===== config.mk =====
export PLATFORM = sky130hd
export DESIGN_NAME = z80_dma_arbiter_flat
export DESIGN_NICKNAME = d
export VERILOG_FILES = /design/src/rtl/z80_dma_arbiter_if.sv /design/src/rtl/z80_dma_arbiter.sv /design/src/flat_wrapper.sv
export SDC_FILE = /design/constraint.sdc
export NUM_CORES = 1
export LEC_CHECK = 0
export BUFFER_PORTS_ARGS = -buffer_cell sky130_fd_sc_hd__buf_2
export CORE_UTILIZATION = 54
export CTS_BUF_LIST = sky130_fd_sc_hd__clkbuf_2 sky130_fd_sc_hd__clkbuf_4 sky130_fd_sc_hd__clkbuf_8
export CTS_CLUSTER_DIAMETER = 100
export CTS_CLUSTER_SIZE = 8
export DETAILED_ROUTE_END_ITERATION = 7
export PLACE_DENSITY = 0.82
export SYNTH_ARGS = -nofsm -noshare
export SYNTH_HDL_FRONTEND = slang
export SYNTH_SLANG_ARGS = --single-unit

===== constraint.sdc =====
create_clock -name clk -period 6.2 [get_ports clk]
set_input_delay 0.93 -clock clk [delete_from_list [all_inputs] [get_ports clk]]
set_output_delay 0.93 -clock clk [all_outputs]
set_load 0.02 [all_outputs]

===== src/rtl/z80_dma_arbiter_if.sv =====
// Bundle of the DMA control, CPU bus-request handshake and memory bus signals.
// master = DMA engine side, slave = system/testbench side.
interface z80_dma_arbiter_if #(
  parameter int LEN_W = 16
);
  logic             start;
  logic [15:0]      src_addr;
  logic [15:0]      dst_addr;
  logic [LEN_W-1:0] length;
  logic             busy;
  logic             done;
  logic             cpu_busrq_n;
  logic             cpu_busak_n;
  logic             bus_owner;
  logic [15:0]      mem_a;
  logic [7:0]       mem_dout;
  logic [7:0]       mem_din;
  logic             mem_mreq_n;
  logic             mem_rd_n;
  logic             mem_wr_n;

  modport master (
    input  start, src_addr, dst_addr, length, cpu_busak_n, mem_din,
    output busy, done, cpu_busrq_n, bus_owner, mem_a, mem_dout,
           mem_mreq_n, mem_rd_n, mem_wr_n
  );

  modport slave (
    output start, src_addr, dst_addr, length, cpu_busak_n, mem_din,
    input  busy, done, cpu_busrq_n, bus_owner, mem_a, mem_dout,
           mem_mreq_n, mem_rd_n, mem_wr_n
  );
endinterface


===== src/rtl/z80_dma_arbiter.sv =====
// Burst-limited memory-to-memory DMA that borrows the Z80 bus via busrq_n/busak_n.
// All bus outputs decode from registered state, so reset releases the bus immediately.
module z80_dma_arbiter #(
  parameter int MAX_BURST = 16,
  parameter int LEN_W     = 16
) (
  input  logic               clk,
  input  logic               reset_n,
  z80_dma_arbiter_if.master  dma
);
  localparam logic [2:0] S_IDLE = 3'd0;
  localparam logic [2:0] S_REQ  = 3'd1;
  localparam logic [2:0] S_RD_A = 3'd2;
  localparam logic [2:0] S_RD_D = 3'd3;
  localparam logic [2:0] S_WR   = 3'd4;
  localparam logic [2:0] S_REL  = 3'd5;
  localparam logic [2:0] S_GAP  = 3'd6;

  localparam logic [7:0] BURST_LAST = 8'(MAX_BURST);

  logic [2:0]       state_q, state_d;
  logic [15:0]      src_q, src_d;
  logic [15:0]      dst_q, dst_d;
  logic [LEN_W-1:0] rem_q, rem_d;
  logic [7:0]       burst_q, burst_d;
  logic [7:0]       data_q, data_d;
  logic             done_q, done_d;
  logic             owner_q, owner_d;

  logic in_rd, in_wr;

  always_comb begin
    state_d = state_q;
    src_d   = src_q;
    dst_d   = dst_q;
    rem_d   = rem_q;
    burst_d = burst_q;
    data_d  = data_q;
    owner_d = owner_q;
    done_d  = 1'b0;
    case (state_q)
      S_IDLE: begin
        if (dma.start) begin
          if (dma.length != '0) begin
            src_d   = dma.src_addr;
            dst_d   = dma.dst_addr;
            rem_d   = dma.length;
            state_d = S_REQ;
          end else begin
            done_d = 1'b1;
          end
        end
      end
      S_REQ: begin
        if (!dma.cpu_busak_n) begin
          owner_d = 1'b1;
          burst_d = 8'd0;
          state_d = S_RD_A;
        end
      end
      S_RD_A: state_d = S_RD_D;
      S_RD_D: begin
        data_d  = dma.mem_din;
        src_d   = src_q + 16'd1;
        state_d = S_WR;
      end
      S_WR: begin
        dst_d   = dst_q + 16'd1;
        rem_d   = rem_q - LEN_W'(1);
        burst_d = burst_q + 8'd1;
        // Give the bus back on either the last byte or a full burst.
        if (rem_q == LEN_W'(1) || (burst_q + 8'd1) == BURST_LAST) begin
          owner_d = 1'b0;
          state_d = S_REL;
        end else begin
          state_d = S_RD_A;
        end
      end
      S_REL: begin
        if (dma.cpu_busak_n) begin
          if (rem_q == '0) begin
            done_d  = 1'b1;
            state_d = S_IDLE;
          end else begin
            state_d = S_GAP;
          end
        end
      end
      S_GAP:   state_d = S_REQ;
      default: state_d = S_IDLE;
    endcase
  end

  always_ff @(posedge clk or negedge reset_n) begin
    if (!reset_n) begin
      state_q <= S_IDLE;
      src_q   <= 16'd0;
      dst_q   <= 16'd0;
      rem_q   <= '0;
      burst_q <= 8'd0;
      data_q  <= 8'd0;
      done_q  <= 1'b0;
      owner_q <= 1'b0;
    end else begin
      state_q <= state_d;
      src_q   <= src_d;
      dst_q   <= dst_d;
      rem_q   <= rem_d;
      burst_q <= burst_d;
      data_q  <= data_d;
      done_q  <= done_d;
      owner_q <= owner_d;
    end
  end

  assign in_rd = (state_q == S_RD_A) || (state_q == S_RD_D);
  assign in_wr = (state_q == S_WR);

  assign dma.busy        = (state_q != S_IDLE);
  assign dma.done        = done_q;
  assign dma.bus_owner   = owner_q;
  assign dma.cpu_busrq_n = !((state_q == S_REQ) || in_rd || in_wr);
  assign dma.mem_mreq_n  = !(in_rd || in_wr);
  assign dma.mem_rd_n    = !in_rd;
  assign dma.mem_wr_n    = !in_wr;
  assign dma.mem_a       = in_rd ? src_q : (in_wr ? dst_q : 16'h0000);
  assign dma.mem_dout    = in_wr ? data_q : 8'h00;
endmodule


===== src/flat_wrapper.sv =====
// flat-port wrapper written by rule: the top's interface ports become plain ports
module z80_dma_arbiter_flat 
#(
  parameter int MAX_BURST = 16,
  parameter int LEN_W     = 16
)
  (clk, reset_n, dma_start, dma_src_addr, dma_dst_addr, dma_length, dma_cpu_busak_n, dma_mem_din, dma_busy, dma_done, dma_cpu_busrq_n, dma_bus_owner, dma_mem_a, dma_mem_dout, dma_mem_mreq_n, dma_mem_rd_n, dma_mem_wr_n);
  z80_dma_arbiter_if #(.LEN_W(LEN_W)) dma_i ();
  input  logic clk;
  input  logic reset_n;
  input wire logic [$bits(dma_i.start)-1:0] dma_start;
  input wire logic [$bits(dma_i.src_addr)-1:0] dma_src_addr;
  input wire logic [$bits(dma_i.dst_addr)-1:0] dma_dst_addr;
  input wire logic [$bits(dma_i.length)-1:0] dma_length;
  input wire logic [$bits(dma_i.cpu_busak_n)-1:0] dma_cpu_busak_n;
  input wire logic [$bits(dma_i.mem_din)-1:0] dma_mem_din;
  output wire logic [$bits(dma_i.busy)-1:0] dma_busy;
  output wire logic [$bits(dma_i.done)-1:0] dma_done;
  output wire logic [$bits(dma_i.cpu_busrq_n)-1:0] dma_cpu_busrq_n;
  output wire logic [$bits(dma_i.bus_owner)-1:0] dma_bus_owner;
  output wire logic [$bits(dma_i.mem_a)-1:0] dma_mem_a;
  output wire logic [$bits(dma_i.mem_dout)-1:0] dma_mem_dout;
  output wire logic [$bits(dma_i.mem_mreq_n)-1:0] dma_mem_mreq_n;
  output wire logic [$bits(dma_i.mem_rd_n)-1:0] dma_mem_rd_n;
  output wire logic [$bits(dma_i.mem_wr_n)-1:0] dma_mem_wr_n;
  assign dma_i.start = dma_start;
  assign dma_i.src_addr = dma_src_addr;
  assign dma_i.dst_addr = dma_dst_addr;
  assign dma_i.length = dma_length;
  assign dma_i.cpu_busak_n = dma_cpu_busak_n;
  assign dma_i.mem_din = dma_mem_din;
  assign dma_busy = dma_i.busy;
  assign dma_done = dma_i.done;
  assign dma_cpu_busrq_n = dma_i.cpu_busrq_n;
  assign dma_bus_owner = dma_i.bus_owner;
  assign dma_mem_a = dma_i.mem_a;
  assign dma_mem_dout = dma_i.mem_dout;
  assign dma_mem_mreq_n = dma_i.mem_mreq_n;
  assign dma_mem_rd_n = dma_i.mem_rd_n;
  assign dma_mem_wr_n = dma_i.mem_wr_n;
  z80_dma_arbiter #(.MAX_BURST(MAX_BURST), .LEN_W(LEN_W)) u_core (.clk(clk), .reset_n(reset_n), .dma(dma_i));
endmodule

==> results of run 1 <==
worst max-delay path by stage:
stage	to	cells after the start	slack, ps	startpoint
2_1_floorplan	u_core.src_q[4]$_DFFE_PN0P_	7	3580	dma_length[2]
3_3_place_gp	u_core.rem_q[5]$_DFFE_PN0P_	6	2840	u_core.state_q[2]$_DFFE_PN0P_
3_5_place_dp	u_core.src_q[1]$_DFFE_PN0P_	6	2760	u_core.state_q[2]$_DFFE_PN0P_
4_1_cts	dma_mem_wr_n	4	2410	u_core.state_q[2]$_DFFE_PN0P_
5_1_grt	dma_mem_wr_n	4	2150	u_core.state_q[2]$_DFFE_PN0P_
6_report	dma_mem_wr_n	4	2370	u_core.state_q[2]$_DFFE_PN0P_
state kept, by name, summed over array words and instances (netlist names):
signal,flops
u_core.rem_q,16
u_core.src_q,16
u_core.state_q,3
u_core.dma.done,1
u_core.dst_q,16
u_core.data_q,8
u_core.dma.bus_owner,1
u_core.burst_q,8
layout by cell type, fill, tap and decap left out, types with 3 or more instances in the layout:
cell       netlist  final
a211oi_1         9      9
a21oi_1         17     17
a22o_1          12     12
a22oi_1          4      4
a31oi_1         11     11
and2_1          11     11
and3_1           8      8
and4_1           4      4
buf_2            2     90
buf_4            2      5
bufinv_16        0      3
clkbuf_8         0     10
dfrtp_1         69     69
ha_1             5      5
inv_1           11     11
mux2i_1          3      3
nand2_1         76     76
nand3_1         28     28
nand4_1         12     12
nor2_1          35     35
nor3_1          17     16
o211ai_1        11     11
o21ai_0         41     41
o22ai_1         12     12
o311ai_0         3      3
or2_2            4      4
or4_1            7      7
xnor2_1          3      3
xor2_1           3      3
cells by family after synthesis:
| family | Yosys count | share of synthesized area (%) |
|---|---|---|
| and+or+nand+nor | 219 | 26.75 |
| AOI/OAI and AO/OA | 139 | 22.46 |
| DFF | 69 | 42.00 |
| buffers and inverters | 43 | 4.717 |
| xor gates and xnor gates | 6 | 1.278 |
| muxes | 5 | 1.278 |
| adders and majority gates | 5 | 1.522 |
Yosys cell counts (all sizes together), types with 4 or more instances:
cell type   n
nand2      77
and2       11
nor4        4
a21oi      18
and4        4
o22ai      12
a211oi     11
a22o       12
nor3       17
a31oi      11
a22oi       4
or2         4
buf         9
and3        8
nor2       35
clkbuf     21
or4         7
nand4      12
ha          5
inv        11
nand3      29
o211ai     11
dfrtp      69
o21ai      41
worst max-delay path, stage by stage, from the launching register on:
cell      delay [ps]
dfrtp_1          750
nor3b_4          280
buf_4            390
clkinv_1         710
buf_2            400
routing by layer:
layer	vias to the layer above	global-route usage [%]	wire (um)
met5	-	0	0
met4	0	13.42	325
met3	27	4.617	839
met2	212	45.39	5073
met1	1910	40.88	4829
li1	1941	-	-
power groups by stage:
stage | combinational [mW] | sequential (mW) | clock [mW]
final | 1.04 | 0.899 | 0.457
after detailed placement | 1.03 | 0.896 | 0
after global placement | 1.00 | 0.881 | 0
after floorplan | 0.828 | 0.793 | 0
after CTS | 1.04 | 0.888 | 0.460
after global routing | 1.15 | 0.930 | 0.483
stage by stage:
stage                     util (%)  area [sq um]  std cells
final                        66.33          4837        666
after global routing         66.33          4837        666
after CTS                    66.33          4837        666
after detailed placement     62.94          4589        650
after global placement       62.94          4589        650
after floorplan                  -          4111        486
cell type report:
type,instances,area share [%]
Clock inverter,6,2.276
Multi-Input combinational cell,374,45.53
Inverter,13,1.009
Timing Repair Buffer,95,10.09
Tap cell,99,2.561
Clock buffer,10,2.845
Sequential cell,69,35.70
==> flow_metrics.py, run 1 <==
metrics = {
    "outcome": {
        "outcome": "completed",
    },
    "worst_setup_path": {
        "r2r-start": "u_core.state_q[2]$_DFFE_PN0P_",
        "endpoint_kind": "output port",
        "ff2ff_path_depth": 6,
        "r2r_slack_ps": 2680,
        "path_class": "flip-flop to output port",
        "cp.required_ps": 5270,
        "crit_fanout": 42,
        "worstPathArrival_ps": 2900,
        "rr_endpoint": "u_core.src_q[1]$_DFFE_PN0P_",
        "start_kind": "flip-flop",
    },
    "global_route": {
        "grt.total_usage_pct": 29.38,
        "grt_pass1_vias": 3672,
        "grt_max_degree": 70,
        "grt_pass1_wl_um": 17710,
        "grt_antenna_before_repair": 0,
        "grt_overflow_total": 0,
    },
    "pwr": {
        "p_clk_share_pct": 19.1,
        "max-vdd-ir-drop_v": 0.0002854,
        "p_leak_nw": 2.160,
        "pwr-share-seq_pct": 37.5,
        "swShare_pct": 44.10,
        "finalPower_mw": 2.396,
        "p_sw_mw": 1.057,
        "power.internal_mw": 1.339,
        "combPwrFrac_pct": 43.4,
        "power.density_nw_per_um2": 495.3,
    },
    "synthesis": {
        "synth-async-reset-ratio_pct": 100.0,
        "syn_area_sq_um": 4111,
        "ys_top_cells_by_area": "dfrtp_1, nand2_1, o21ai_0, nand3_1, nor2_1",
        "ys_ff_latch": 69,
        "netlist_instances": 486,
        "synth_cell_type_count": 61,
        "synth-edff-count": 0,
        "synth_nets": 551,
        "yosysTopAreaCell": "dfrtp_1",
        "synth_ff_type": "dfrtp_1",
        "ys_seq_area_share_pct": 42.00,
        "syn_area_per_cell_sq_um": 8.460,
        "synth_top_area_share_pct": 42.00,
        "yosys_warnings": 0,
    },
    "job": {
        "maxCapViolations": 0,
    },
    "placement": {
        "portBuffers": 90,
        "gp_congestion": 0.8839,
        "post-place-ws_ps": 2757,
        "dp_hpwl_um": 7743,
    },
    "clock_tree": {
        "cts.sinks": 69,
        "cts-resized-gates": 0,
        "root_buffer": "clkbuf_8",
        "ctsHoldBuffers": 0,
        "insertion_delay_ps": 350,
        "clkTransAtPathRegs_ps": 80,
        "htree_num_levels": 3,
        "cts_made_buffers": 9,
        "cts_tree": "yes",
        "clockBufferDepth": 2,
        "cts_setup_buffers": 0,
    },
    "route": {
        "route.detailed.drc": 0,
        "vias": 4090,
        "drtPass1Iterations": 5,
        "drt_iter0_drc": 368,
        "via_per_inst": 6.141,
        "ant_nets": 0,
        "drt-wirelength-per-cell_um": 16.62,
        "drt-total-wl_um": 11070,
    },
    "final_layout": {
        "seqCellArea_sq_um": 1727,
        "fill_cells": 666,
        "antenna_cells": 0,
        "drive_above_1_share_pct": 22.40,
        "multiInputGateArea_sq_um": 2202,
        "area_growth_pct": 17.65,
        "nNetsFinal": 627,
    },
    "floorplanning": {
        "start_util_pct": 56.38,
        "die-area_sq_um": 7966,
        "fp.dieW_um": 89.26,
        "die_height_um": 89.26,
        "rows": 31,
        "ios": 91,
        "fp.coreArea_sq_um": 7292,
    },
    "sta": {
        "fin_skew_ps": 7.201,
        "final_max_slew_viol_count": 0,
        "whs_ps": 471.3,
        "setup_tns_ps": 0,
        "rsz0062_at_grt": "no",
        "relSlewSlack_pct": 34.17,
        "finalCriticalPeriod_ps": 3825,
        "finalSetupViolations": 0,
        "fmax_ghz": 0.2614,
        "tightest_slew_ps": 982.1,
        "fin_crit_sh_pct": 61.70,
        "setup_ws_ps": 2375,
        "hold_violations": 0,
    },
    "min_path": {
        "min_path_cells": 2,
        "min-delay-start": "u_core.data_q[3]$_DFFE_PN0P_",
        "hold_path.class": "flip-flop to flip-flop",
        "hold-path-endpoint": "u_core.data_q[3]$_DFFE_PN0P_",
    },
}
Power figures use the tool's default switching activity.
==> run 2, diff against run 1 <==
--- a/config.mk
+++ b/config.mk
@@ -6,12 +6,12 @@
 export NUM_CORES = 1
 export LEC_CHECK = 0
 export BUFFER_PORTS_ARGS = -buffer_cell sky130_fd_sc_hd__buf_2
-export CORE_UTILIZATION = 54
+export CORE_UTILIZATION = 51
 export CTS_BUF_LIST = sky130_fd_sc_hd__clkbuf_2 sky130_fd_sc_hd__clkbuf_4 sky130_fd_sc_hd__clkbuf_8
 export CTS_CLUSTER_DIAMETER = 100
 export CTS_CLUSTER_SIZE = 8
 export DETAILED_ROUTE_END_ITERATION = 7
-export PLACE_DENSITY = 0.82
+export PLACE_DENSITY = 0.81
 export SYNTH_ARGS = -nofsm -noshare
 export SYNTH_HDL_FRONTEND = slang
 export SYNTH_SLANG_ARGS = --single-unit
==> constraint.sdc (replaced) <==
create_clock -name clk -period 3.1 [get_ports clk]
set_input_delay 0.465 -clock clk [delete_from_list [all_inputs] [get_ports clk]]
set_output_delay 0.465 -clock clk [all_outputs]
set_load 0.02 [all_outputs]
==> run 2 against run 1 <==
  * Via count up 2.4%
  * Wire length up 3.3%
  * Sequential cell count unchanged
  * First-iteration DRC count down 10%
  * Worst setup slack worse by 2000 ps
  * Register-to-register slack worse by 2300 ps
  * Hold slack worse by 430 ps
  * Non-clock buffer count up 8
==> flow_metrics.py, run 2 (synthesized netlist as in run 1, its figures left out) <==
metrics = {
    "final_layout": {
        "reg_top3": "u_core.dst_q x16, u_core.rem_q x16, u_core.src_q x16",
        "mostFrequentLayoutCells": "buf_2, nand2_1, dfrtp_1, o21ai_0, nor2_1",
        "drive_above_1_share_pct": 23.48,
        "final_common_cell": "buf_2",
        "design_area_sq_um": 4865,
        "antenna_cells": 0,
        "nNetsFinal": 635,
        "area_growth_pct": 18.32,
    },
    "worst_setup_path": {
        "cp.required_ps": 3330,
        "path_class": "flip-flop to flip-flop",
        "crit_fanout": 18,
        "start_kind": "flip-flop",
        "worstPathArrival_ps": 2910,
        "endpoint_kind": "flip-flop",
        "ff2ff_path_depth": 5,
    },
    "floorplanning": {
        "die_height_um": 91.79,
        "ios": 91,
        "die-area_sq_um": 8424,
        "fp.coreArea_sq_um": 7767,
        "fp.dieW_um": 91.79,
        "rows": 32,
        "start_util_pct": 52.93,
    },
    "global_route": {
        "grt_pass1_vias": 3814,
        "grt.total_usage_pct": 28.20,
        "grt_max_degree": 42,
        "grt_antenna_before_repair": 0,
        "grt_pass1_wl_um": 18730,
        "grt_overflow_total": 0,
    },
    "placement": {
        "dp_hpwl_um": 8212,
        "gp_congestion": 0.8950,
        "placed_area_sq_um": 4666,
        "portBuffers": 90,
    },
    "pwr": {
        "p_sw_mw": 2.174,
        "pwr-share-seq_pct": 36.7,
        "swShare_pct": 45.99,
        "finalPower_mw": 4.727,
        "power.density_nw_per_um2": 971.7,
        "max-vdd-ir-drop_v": 0.0005507,
        "p_leak_nw": 2.177,
        "p_clk_share_pct": 15.7,
        "power.internal_mw": 2.553,
        "combPwrFrac_pct": 47.6,
    },
    "route": {
        "ant_nets": 0,
        "drt-total-wl_um": 11430,
        "drt-wirelength-per-cell_um": 16.88,
        "route.detailed.drc": 0,
        "via_per_inst": 6.188,
        "drtPass1Iterations": 5,
        "vias": 4189,
        "drt_iter0_drc": 330,
    },
    "clock_tree": {
        "cts_made_buffers": 9,
        "root_buffer": "clkbuf_8",
        "htree_num_levels": 3,
        "clkTransAtPathRegs_ps": 90,
        "ctsHoldBuffers": 0,
        "cts.sinks": 69,
        "cts_tree": "yes",
        "cts_setup_buffers": 0,
        "clockBufferDepth": 2,
        "cts-resized-gates": 0,
        "insertion_delay_ps": 350,
    },
    "sta": {
        "tightest_slew_ps": 1183,
        "hold_violations": 0,
        "finalCriticalPeriod_ps": 2682,
        "fin_crit_sh_pct": 86.50,
        "finalSetupViolations": 0,
        "setup_tns_ps": 0,
        "relSlewSlack_pct": 20.69,
        "final_max_slew_viol_count": 0,
        "rsz0062_at_grt": "no",
        "fin_skew_ps": 14.96,
        "fmax_ghz": 0.3729,
    },
    "min_path": {
        "hold_path.class": "input pin to asynchronous set/reset pin",
    },
    "job": {
        "maxCapViolations": 0,
    },
    "outcome": {
        "outcome": "completed",
    },
}
[run 2: per-stage QoR]
step	hold WS, ps	std cells	utilization [%]	setup WS (ps)
after floorplan	169.4	486	-	946.9
after CTS	48.93	677	62.63	450.5
after global placement	428.0	661	60.07	516.8
after global routing	61.55	677	62.63	281.3
final	43.83	677	62.63	418.4
after detailed placement	429.6	661	60.07	464.3
[run 2: power by group through the flow]
| stage | registers, mW | logic, mW | clock network [mW] |
|---|---|---|---|
| finish | 1.73 | 2.25 | 0.743 |
| global route | 1.79 | 2.46 | 0.799 |
| CTS | 1.71 | 2.24 | 0.755 |
| detailed placement | 1.73 | 2.22 | 0 |
| global placement | 1.70 | 2.15 | 0 |
| floorplan | 1.59 | 1.66 | 0 |
[run 2: layout make-up]
cell class                      instances  area [sq um]
Clock buffer                            9         123.9
Clock inverter                          7         75.07
Fill cell                             679          2903
Inverter                               13         48.80
Multi-Input combinational cell        374          2202
Sequential cell                        69          1727
Tap cell                              102         127.6
Timing Repair Buffer                  103         560.5
[run 2: path summary, 6_finish.rpt]
kind	start	end	slack, ps
max	u_core.state_q[1]$_DFFE_PN0P_	u_core.src_q[15]$_DFFE_PN0P_	420
min	reset_n	u_core.rem_q[9]$_DFFE_PN0P_	40
max reg2reg	u_core.state_q[1]$_DFFE_PN0P_	u_core.src_q[15]$_DFFE_PN0P_	420
min reg2reg	u_core.data_q[5]$_DFFE_PN0P_	u_core.data_q[5]$_DFFE_PN0P_	470
max in group asynchronous	reset_n	u_core.dst_q[0]$_DFFE_PN0P_	2320
min in group clk	dma_mem_din[4]	u_core.data_q[4]$_DFFE_PN0P_	320
[run 2: routing by layer]
metal	up-vias	global-route usage [%]	wire, um
li1	1963	-	-
met1	2023	41.47	5109
met2	198	43.48	5334
met3	5	3.897	915
met4	0	8.073	68
met5	-	0	0
[run 2: worst max-delay path, cell delays in order (launching register included)]
cell and delay [ps]:
dfrtp_1 390, or3_1 510, nor3_2 990, buf_4 350, nor3_1 70, a221o_1 260
==> run 3, diff against run 2 <==
--- a/config.mk
+++ b/config.mk
@@ -6,7 +6,9 @@
 export NUM_CORES = 1
 export LEC_CHECK = 0
 export BUFFER_PORTS_ARGS = -buffer_cell sky130_fd_sc_hd__buf_2
-export CORE_UTILIZATION = 51
+export CELL_PAD_IN_SITES_DETAIL_PLACEMENT = 0
+export CELL_PAD_IN_SITES_GLOBAL_PLACEMENT = 1
+export CORE_UTILIZATION = 38
 export CTS_BUF_LIST = sky130_fd_sc_hd__clkbuf_2 sky130_fd_sc_hd__clkbuf_4 sky130_fd_sc_hd__clkbuf_8
 export CTS_CLUSTER_DIAMETER = 100
 export CTS_CLUSTER_SIZE = 8
==> run 3 against run 2 <==
  * Combinational power is 4% lower
  * Die area is 33% higher
  * Worst setup slack better by 73 ps
  * Via count is 3.0% lower
  * Clock skew is 7.6 ps lower
  * Count of clock-buffer cells in the layout is 4 higher
==> flow_metrics.py, run 3 (synthesized netlist as in run 1, its figures left out) <==
metrics = {
    "global_route": {
        "grt_pass1_vias": 3797,
        "grt_pass1_wl_um": 19330,
        "grt_overflow_total": 0,
        "grt_antenna_before_repair": 0,
        "grt_max_degree": 48,
        "grt.total_usage_pct": 22.09,
    },
    "clock_tree": {
        "cts_setup_buffers": 0,
        "clockBufferDepth": 2,
        "cts_made_buffers": 9,
        "insertion_delay_ps": 340,
        "cts_tree": "yes",
        "htree_num_levels": 3,
        "cts.sinks": 69,
        "clkTransAtPathRegs_ps": 80,
        "root_buffer": "clkbuf_8",
        "cts-resized-gates": 0,
        "ctsHoldBuffers": 0,
    },
    "route": {
        "vias": 4064,
        "drt-total-wl_um": 11930,
        "via_per_inst": 5.724,
        "route.detailed.drc": 0,
        "drtPass1Iterations": 4,
        "drt_iter0_drc": 301,
        "drt-wirelength-per-cell_um": 16.80,
        "ant_nets": 0,
    },
    "final_layout": {
        "final_core_util_pct": 47.22,
        "reg_top3": "u_core.dst_q x16, u_core.rem_q x16, u_core.src_q x16",
        "design_area_sq_um": 4918,
        "drive_above_1_share_pct": 23.34,
        "fill_cells": 1048,
        "antenna_cells": 0,
        "area_growth_pct": 19.63,
        "final_common_cell": "buf_2",
        "nNetsFinal": 636,
        "mostFrequentLayoutCells": "buf_2, nand2_1, dfrtp_1, o21ai_0, nor2_1",
    },
    "sta": {
        "final_max_slew_viol_count": 0,
        "relSlewSlack_pct": 60.82,
        "rsz0062_at_grt": "no",
        "whs_ps": 117.1,
        "finalCriticalPeriod_ps": 2608,
        "finalSetupViolations": 0,
        "fin_crit_sh_pct": 84.14,
        "fmax_ghz": 0.3834,
        "setup_ws_ps": 491.7,
        "fin_skew_ps": 7.365,
        "hold_violations": 0,
        "tightest_slew_ps": 587.7,
        "setup_tns_ps": 0,
    },
    "worst_setup_path": {
        "crit_start": "u_core.state_q[2]$_DFFE_PN0P_",
        "start_kind": "flip-flop",
        "r2r_slack_ps": 700,
        "rr_endpoint": "u_core.src_q[15]$_DFFE_PN0P_",
        "slowest_stage": "dfrtp_1",
        "endpoint_kind": "output port",
        "slowest_delay_ps": 610,
        "r2r-start": "u_core.state_q[0]$_DFFE_PN0P_",
        "worstPathArrival_ps": 2140,
        "cp.required_ps": 2630,
        "path_class": "flip-flop to output port",
        "crit_chain": "nor3b_4, buf_4, nand2_1, o21ai_0, buf_2",
        "crit_end": "dma_mem_a[15]",
        "ff2ff_path_depth": 5,
        "crit_fanout": 41,
    },
    "min_path": {
        "hold_path.class": "input pin to asynchronous set/reset pin",
    },
    "pwr": {
        "pwr-share-seq_pct": 37.5,
        "combPwrFrac_pct": 45.8,
        "max-vdd-ir-drop_v": 0.0004884,
        "p_sw_mw": 2.128,
        "p_leak_nw": 2.195,
        "power.internal_mw": 2.604,
        "p_clk_share_pct": 16.7,
        "power.density_nw_per_um2": 962.2,
        "swShare_pct": 44.97,
    },
    "floorplanning": {
        "die_height_um": 106.0,
        "rows": 37,
        "fp.coreArea_sq_um": 10420,
        "ios": 91,
        "fp.dieW_um": 106.0,
        "start_util_pct": 39.47,
        "die-area_sq_um": 11240,
    },
    "outcome": {
        "outcome": "completed",
    },
    "placement": {
        "portBuffers": 90,
        "post-place-ws_ps": 543.2,
        "dp_hpwl_um": 8519,
        "gp_congestion": 0.8362,
        "placed_area_sq_um": 4716,
    },
    "job": {
        "maxCapViolations": 0,
    },
}
## run 3: cell types whose count changed in the layout (fill, tap and decap cells not counted)
| cell | delta |
|---|---|
| clkbuf_4 | +1 |
| clkinv_4 | -1 |
| inv_6 | -1 |
| clkinv_2 | -1 |
| clkbuf_8 | +3 |
| buf_4 | +1 |
| clkinvlp_4 | -3 |
## run 3: cell type report
type / count / area [sq um] / share of cell area (%)
inverters: 13 / 48.80 / 0.9921
clock buffers: 13 / 172.7 / 3.511
well taps: 136 / 170.2 / 3.460
repair buffers: 104 / 568.0 / 11.55
flip-flops and latches: 69 / 1727 / 35.11
clock inverters: 1 / 30.03 / 0.6105
multi-input cells: 374 / 2202 / 44.77
## run 3: power groups by stage
stage	clock (mW)	sequential [mW]	combinational [mW]
after detailed placement	0	1.78	2.17
after CTS	0.808	1.76	2.18
after global routing	0.841	1.84	2.42
final	0.790	1.77	2.17
after global placement	0	1.76	2.13
after floorplan	0	1.59	1.66
## run 3: per-layer routing
layer / track usage [%] / vias up / part of all wire (%)
li1: - / 1962 / -
met1: 31.20 / 1975 / 48
met2: 34.08 / 119 / 45
met3: 4.231 / 8 / 5.5
met4: 6.944 / 0 / 1.2
met5: 0 / - / 0
## run 3: critical path, delay by kind of cell, from the launching register on
kind | cells | cell delay [ps]
simple gates | 2 | 420
buf+inv | 2 | 630
compound gates | 1 | 120
flops | 1 | 610
## run 3: per-stage QoR
step / power (mW) / instances
4_1_cts: 4.750 / 710
3_3_place_gp: 3.896 / 696
3_5_place_dp: 3.946 / 696
6_report: 4.733 / 710
5_1_grt: 5.097 / 710
2_1_floorplan: 3.243 / 486
## run 3: how the worst min path moves through the flow
stage                               endpoint  slack (ps)
2_1_floorplan  u_core.burst_q[0]$_DFFE_PN0P_         170
3_3_place_gp    u_core.data_q[5]$_DFFE_PN0P_         450
3_5_place_dp    u_core.data_q[3]$_DFFE_PN0P_         450
4_1_cts          u_core.rem_q[9]$_DFFE_PN0P_         130
5_1_grt          u_core.rem_q[9]$_DFFE_PN0P_         140
6_report         u_core.rem_q[9]$_DFFE_PN0P_         120
